--- src/rtl/cmp_seq_slice.sv ---
// Sequential slice-wise magnitude comparator with cascade inputs.
// One SLICE-bit slice per cycle, MSB slice first, early exit on difference.
module cmp_seq_slice #(
  parameter int WIDTH = 64,
  parameter int SLICE = 8,
  localparam int NSLICE = WIDTH / SLICE,
  localparam int IDXW = (NSLICE > 1) ? $clog2(NSLICE) : 1
) (
  input  logic             clk,
  input  logic             rst,
  input  logic             in_valid_i,
  output logic             in_ready_o,
  input  logic [WIDTH-1:0] a_i,
  input  logic [WIDTH-1:0] b_i,
  input  logic             signed_mode_i,
  input  logic             fi_big_i,
  input  logic             fi_equal_i,
  input  logic             fi_small_i,
  output logic             out_valid_o,
  input  logic             out_ready_i,
  output logic             fo_big_o,
  output logic             fo_equal_o,
  output logic             fo_small_o,
  output logic [IDXW-1:0]  out_idx_o
);

  typedef enum logic [1:0] {
    IDLE,
    CMP,
    DONE
  } state_t;

  localparam logic [WIDTH-1:0] MSB = WIDTH'(1) << (WIDTH - 1);
  localparam logic [IDXW-1:0] IDX_TOP = IDXW'(NSLICE - 1);

  state_t           state_q;
  logic [WIDTH-1:0] a_q;
  logic [WIDTH-1:0] b_q;
  logic             casc_q;
  logic             cbig_q;
  logic [IDXW-1:0]  idx_q;
  logic             out_valid_q;
  logic             big_q;
  logic             eq_q;
  logic             small_q;
  logic [IDXW-1:0]  oidx_q;

  logic [SLICE-1:0] sa;
  logic [SLICE-1:0] sb;
  logic             s_gt;
  logic             s_lt;
  logic             s_ne;
  logic             finish;

  // fi_small is redundant with fi_big once fi_equal is low
  logic             unused_fi_small;
  assign unused_fi_small = fi_small_i;

  // operands shift left each step, so the live slice is always on top
  assign sa     = a_q[WIDTH-1 -: SLICE];
  assign sb     = b_q[WIDTH-1 -: SLICE];
  assign s_gt   = sa > sb;
  assign s_lt   = sa < sb;
  assign s_ne   = s_gt | s_lt;
  assign finish = !casc_q || s_ne || (idx_q == '0);

  always_ff @(posedge clk or posedge rst) begin
    if (rst) begin
      state_q     <= IDLE;
      a_q         <= '0;
      b_q         <= '0;
      casc_q      <= 1'b0;
      cbig_q      <= 1'b0;
      idx_q       <= '0;
      out_valid_q <= 1'b0;
      big_q       <= 1'b0;
      eq_q        <= 1'b0;
      small_q     <= 1'b0;
      oidx_q      <= '0;
    end else begin
      unique case (state_q)
        IDLE: begin
          if (in_valid_i) begin
            // signed order == unsigned order after flipping both sign bits
            a_q     <= a_i ^ (signed_mode_i ? MSB : '0);
            b_q     <= b_i ^ (signed_mode_i ? MSB : '0);
            casc_q  <= fi_equal_i;
            cbig_q  <= fi_big_i;
            idx_q   <= IDX_TOP;
            state_q <= CMP;
          end
        end
        CMP: begin
          if (finish) begin
            state_q     <= DONE;
            out_valid_q <= 1'b1;
            big_q       <= casc_q ? s_gt : cbig_q;
            small_q     <= casc_q ? s_lt : !cbig_q;
            eq_q        <= casc_q && !s_ne;
            oidx_q      <= (casc_q && s_ne) ? idx_q : '0;
          end else begin
            idx_q <= idx_q - IDXW'(1);
            a_q   <= a_q << SLICE;
            b_q   <= b_q << SLICE;
          end
        end
        DONE: begin
          if (out_ready_i) begin
            out_valid_q <= 1'b0;
            state_q     <= IDLE;
          end
        end
        default: state_q <= IDLE;
      endcase
    end
  end

  assign in_ready_o  = (state_q == IDLE);
  assign out_valid_o = out_valid_q;
  assign fo_big_o    = big_q;
  assign fo_equal_o  = eq_q;
  assign fo_small_o  = small_q;
  assign out_idx_o   = oidx_q;

endmodule

--- config.mk ---
export PLATFORM = sky130hd
export DESIGN_NAME = cmp_seq_slice
export DESIGN_NICKNAME = d
export VERILOG_FILES = /design/src/rtl/cmp_seq_slice.sv
export SDC_FILE = /design/constraint.sdc
export NUM_CORES = 1
export LEC_CHECK = 0
export CELL_PAD_IN_SITES_DETAIL_PLACEMENT = 2
export CELL_PAD_IN_SITES_GLOBAL_PLACEMENT = 2
export CORE_MARGIN = 10
export CORE_UTILIZATION = 39
export CTS_CLUSTER_DIAMETER = 60
export DETAILED_ROUTE_END_ITERATION = 6
export PLACE_DENSITY_LB_ADDON = 0.3
export SYNTH_ARGS = -nofsm -noshare
export SYNTH_HDL_FRONTEND = slang
export SYNTH_SLANG_ARGS = --single-unit
--- constraint.sdc ---
create_clock -name clk -period 13.3 [get_ports clk]
set_input_delay 2.66 -clock clk [delete_from_list [all_inputs] [get_ports clk]]
set_output_delay 2.66 -clock clk [all_outputs]
set_load 0.05 [all_outputs]
# After elaboration in Yosys (flattened, before gate mapping)
# Cells that the tools add are included.
# word_totals
output_inout_bits	8
ff_bits	142
# classes
add_sub_neg	1
bitwise_logic	3
reduce_logical	16
eq_ne	6
n_lt_le_gt_ge	2
mux	20
# op_table
operator	n
64-bit two-way mux	5
64-bit case mux with 2 select lines	2
64-bit bitwise XOR	2
3-bit two-way mux	3
3-bit AND reduction	3
8-bit greater-than comparator	1
8-bit less-than comparator	1
2-bit inequality test, second input constant	4
2-bit two-way mux	3
2-bit case mux with 3 select lines	1
3-bit case mux with 2 select lines	1
1-bit two-way mux	4
2-bit AND reduction	2
2-bit nonzero test	2
1-bit zero test	3
3-bit zero test	1
3-bit by 1-bit subtractor with 3-bit output, second input constant	1
2-bit by 1-bit == test with 1-bit output, second input constant	1
2-bit == test, second input constant	1
1-bit logical AND	2
2-bit zero test	1
1-bit logical OR	2
1-bit case mux with 2 select lines	1
1-bit OR	1

# Longest topological paths before layout
# logic_depth
word_depth	6
mapped_depth	10

# Worst setup path after synthesis
# Ideal clock, no wire load.
# synth_timing
path_kind	input to register
startpoint	in in_valid_i
endpoint	reg a_q[58]
path_stages	7
t_arrival_ps	3789
setup_slack_ps	9386
n_path_buf	3
setup_time_ps	125
path_cell_list	and2_1 > clkbuf_1 > a21oi_4 > inv_4 > buf_12 > buf_12 > mux2_4
# synth_between
elab_chain_len	2
# synth_lines
element	line_no	rtl
start, declared	11	input logic in_valid_i,
2-bit inequality test (no line)	-	
3-bit AND reduction (no line)	-	
end signal, assigned	85	a_q <= a_i ^ (signed_mode_i ? MSB : '0);
end signal, assigned	103	a_q <= a_q << SLICE;
end, declared	37	logic [WIDTH-1:0] a_q;
# Every way passes these cells.
# A chain may end at the register's enable or synchronous reset.

# Final worst setup path
# layout_timing
startpoint	in in_valid_i
endpoint	reg a_q[9]
# Same word-level chain as after synthesis.

==> results.toml <==
[detailed_routing]
routed_wl_um = 20500
detail_route.vias_per_cell = 5.16
dr.first_iter.drc_count = 135
wl_per_cell_um = 23.5
dr.pass1.iters = 4
drtAntennaViolNets = 0
num_vias = 4492
drc = 0

[synth]
syn_avg_cell_area_um2 = 14.5
synth-simple-area-share_pct = 2.27
yosys-top-cells-area = "dfrtp_1 (50%), mux2_2 (25%), mux2_4 (10%), a22o_1 (2.4%), mux2i_1 (2.2%)"
ys_seq_elements = 142
synth_top_family_by_area = "multiplexers"
seq_area_frac_synth_pct = 49.6
synth_compound_area_share_pct = 4.29
synth_xor_area_share_pct = 0.244
syn_nets = 639
yosys.area.top_type_share_pct = 49.6
synthCells = 493
syn_area_um2 = 7170
synth_fa_ha_area_share_pct = 1.74
synth.area.mux_share_pct = 37.7
ys_warn_count = 0
synth_top_area_cell = "dfrtp_1"
synth.distinct_cells = 33

[clocking]
cts_buffers = 17
clock_path_buffers = 2
ctsResizeCount = 0
cts_sinks = 142
htree_num_levels = 4
clkLatencyLatePin_ps = 430
cts_root_buffer = "clkbuf_16"
path_clk_slew_ps = 60
cts-hold-fix-buffers = 0
post_cts_buffers = 0
cts_tree = "done"

[pwr]
powerDensity_nw_per_um2 = 227
irDropWorstVdd_uv = 111
p_leak_uw = 0.00394
report.power.total_uw = 2110

[floorplanning]
fp.dieW_um = 156
fp.dieArea_um2 = 24200
core_area_um2 = 18000
die_h_um = 156
floorplan.io_pins = 144
initial_utilization_pct = 39.8
rows = 49

[place]
post-place-ws_ps = 7610
port_buffers = 142
gp_congestion = 0.784
dpl_cell_area_um2 = 8690
hpwl_um = 14000

[finish]
syn_to_final_growth_pct = 29.1
fin_area_um2 = 9260
drive_gt1_share_pct = 39.4
finalNetCount = 775
fillers = 1678
fin_util_pct = 51.4
insertedDiodeCount = 0

[timing]
max_freq_mhz = 193
timing.final.ws_setup_ps = 8110
fin_crit_ps = 5190
maxSlewViolCount = 0
setup_violations = 0
fin_crit_sh_pct = 39.0
hold_viol = 0
slew_headroom_pct = 21.5
grt_setup_unrepaired = "no"
clock_skew_ps = 19.7
tightest_slew_ps = 1180
setup_tns_ps = 0

[global_route]
grt_remaining_overflow = 0
grt_pass1_vias = 5388
grt_pass1_wl_um = 32300
grt.total_usage_pct = 17.2
antenna_found_initial = 1
grt_max_degree = 90

[critical_path]
start_kind = "input port"
cp.required_ps = 13610
critical_path_class = "input port to register"
cp_max_fo = 64
endpoint_kind = "register"
cp.arrival_ps = 5490

[min_path]
hold_class = "register to register"

[outcome]
status = "complete, no violations"

[flow_run]
maxCapViolations = 0
placed cells by master (no fill, tap or decap), types with 2 or more instances in the layout:
cell / n
a21oi_1: 11
a22o_1: 20
and4_1: 2
buf_4: 4
bufinv_16: 2
clkbuf_16: 17
clkdlybuf4s50_1: 142
clkinv_2: 5
clkinv_4: 2
clkinvlp_4: 3
dfrtp_1: 142
ha_1: 10
inv_1: 15
inv_6: 4
mux2_2: 159
mux2_4: 50
mux2i_1: 16
nand2_1: 10
nor2_1: 6
o21ai_0: 5
xnor2_1: 2
path summary, 6_finish.rpt:
path	from	end	slack [ps]	cells past startpoint
min	b_q[0]	b_q[0]	500	1
max in group asynchronous	rst	state_q[0]	9170	3
max reg2reg	state_q[0]	a_q[9]	9610	7
min in group asynchronous	rst	a_q[1]	2710	2
min reg2reg	b_q[0]	b_q[0]	500	1
max	in_valid_i	a_q[9]	8110	7
synth_stat cells:
master    instances
nor2b_1           1
nand2_1          10
nand3_4           1
inv_1            16
dfrtp_1         142
a311o_1           1
ha_1             10
mux2i_1          16
buf_12            6
o21a_1            1
and2_1            1
o22ai_1           1
inv_4             1
a21oi_4           1
buf_6             1
mux2_2          159
buf_1             3
buf_4             5
a22o_1           20
xnor2_1           2
nor4_1            1
o21ai_0           5
clkbuf_1         11
and3_2            1
a21oi_1          11
and4_1            2
nand4b_1          1
o211ai_2          1
nand4_2           1
buf_2             3
nor2_1            7
mux2_4           50
nor3_4            1
where the power goes:
part	switching, uW	internal [uW]	total, uW
Sequential	129	648	777
Combinational	380	479	859
Clock	195	276	471
worst max-delay path: stages:
cell and delay (ps):
clkdlybuf4s50_1 450, and2_1 120, buf_4 300, a21oi_4 180, inv_6 500, buf_4 830, mux2_2 420
layer usage:
metal  routed length [um]  GRT usage (%)  vias up
li1                     -              -     2054
met1                 8690           20.4     2326
met2                10600           29.7       95
met3                  930           5.13       17
met4                  224           4.50        0
met5                    0              0        -
metrics by stage:
stage               std cells  hold WS, ps
global placement          839          478
finish                    871          499
global route              871          526
detailed placement        839          482
CTS                       871          503
floorplan                 493          461
logic make-up (layout without fill, tap and decap cells):
logic type               Yosys count  after routing
XOR/XNOR                           2              2
AND/OR/NAND/NOR                   27             27
adder cells (fa/ha/maj)           10             10
AO/OA/AOI/OAI                     41             41
multiplexers                     225            225
buffers and inverters             46            195
flip-flops                       142            142
area by class of cell:
class	instances	area (um2)	share of cell area (%)
well taps	229	287	3.09
multi-input cells	305	3320	35.9
clock buffers	18	429	4.64
repair buffers	146	1450	15.7
clock inverters	14	143	1.54
inverters	17	73.8	0.797
flip-flops and latches	142	3550	38.4
state kept, by name, summed over array words and instances, names as in the netlist:
signal	flops
cbig_q	1
state_q	2
b_q	64
idx_q	3
fo_equal_o	1
a_q	64
casc_q	1
out_valid_o	1
out_idx_o	3
fo_big_o	1
fo_small_o	1
Power figures use the tool's default switching activity.
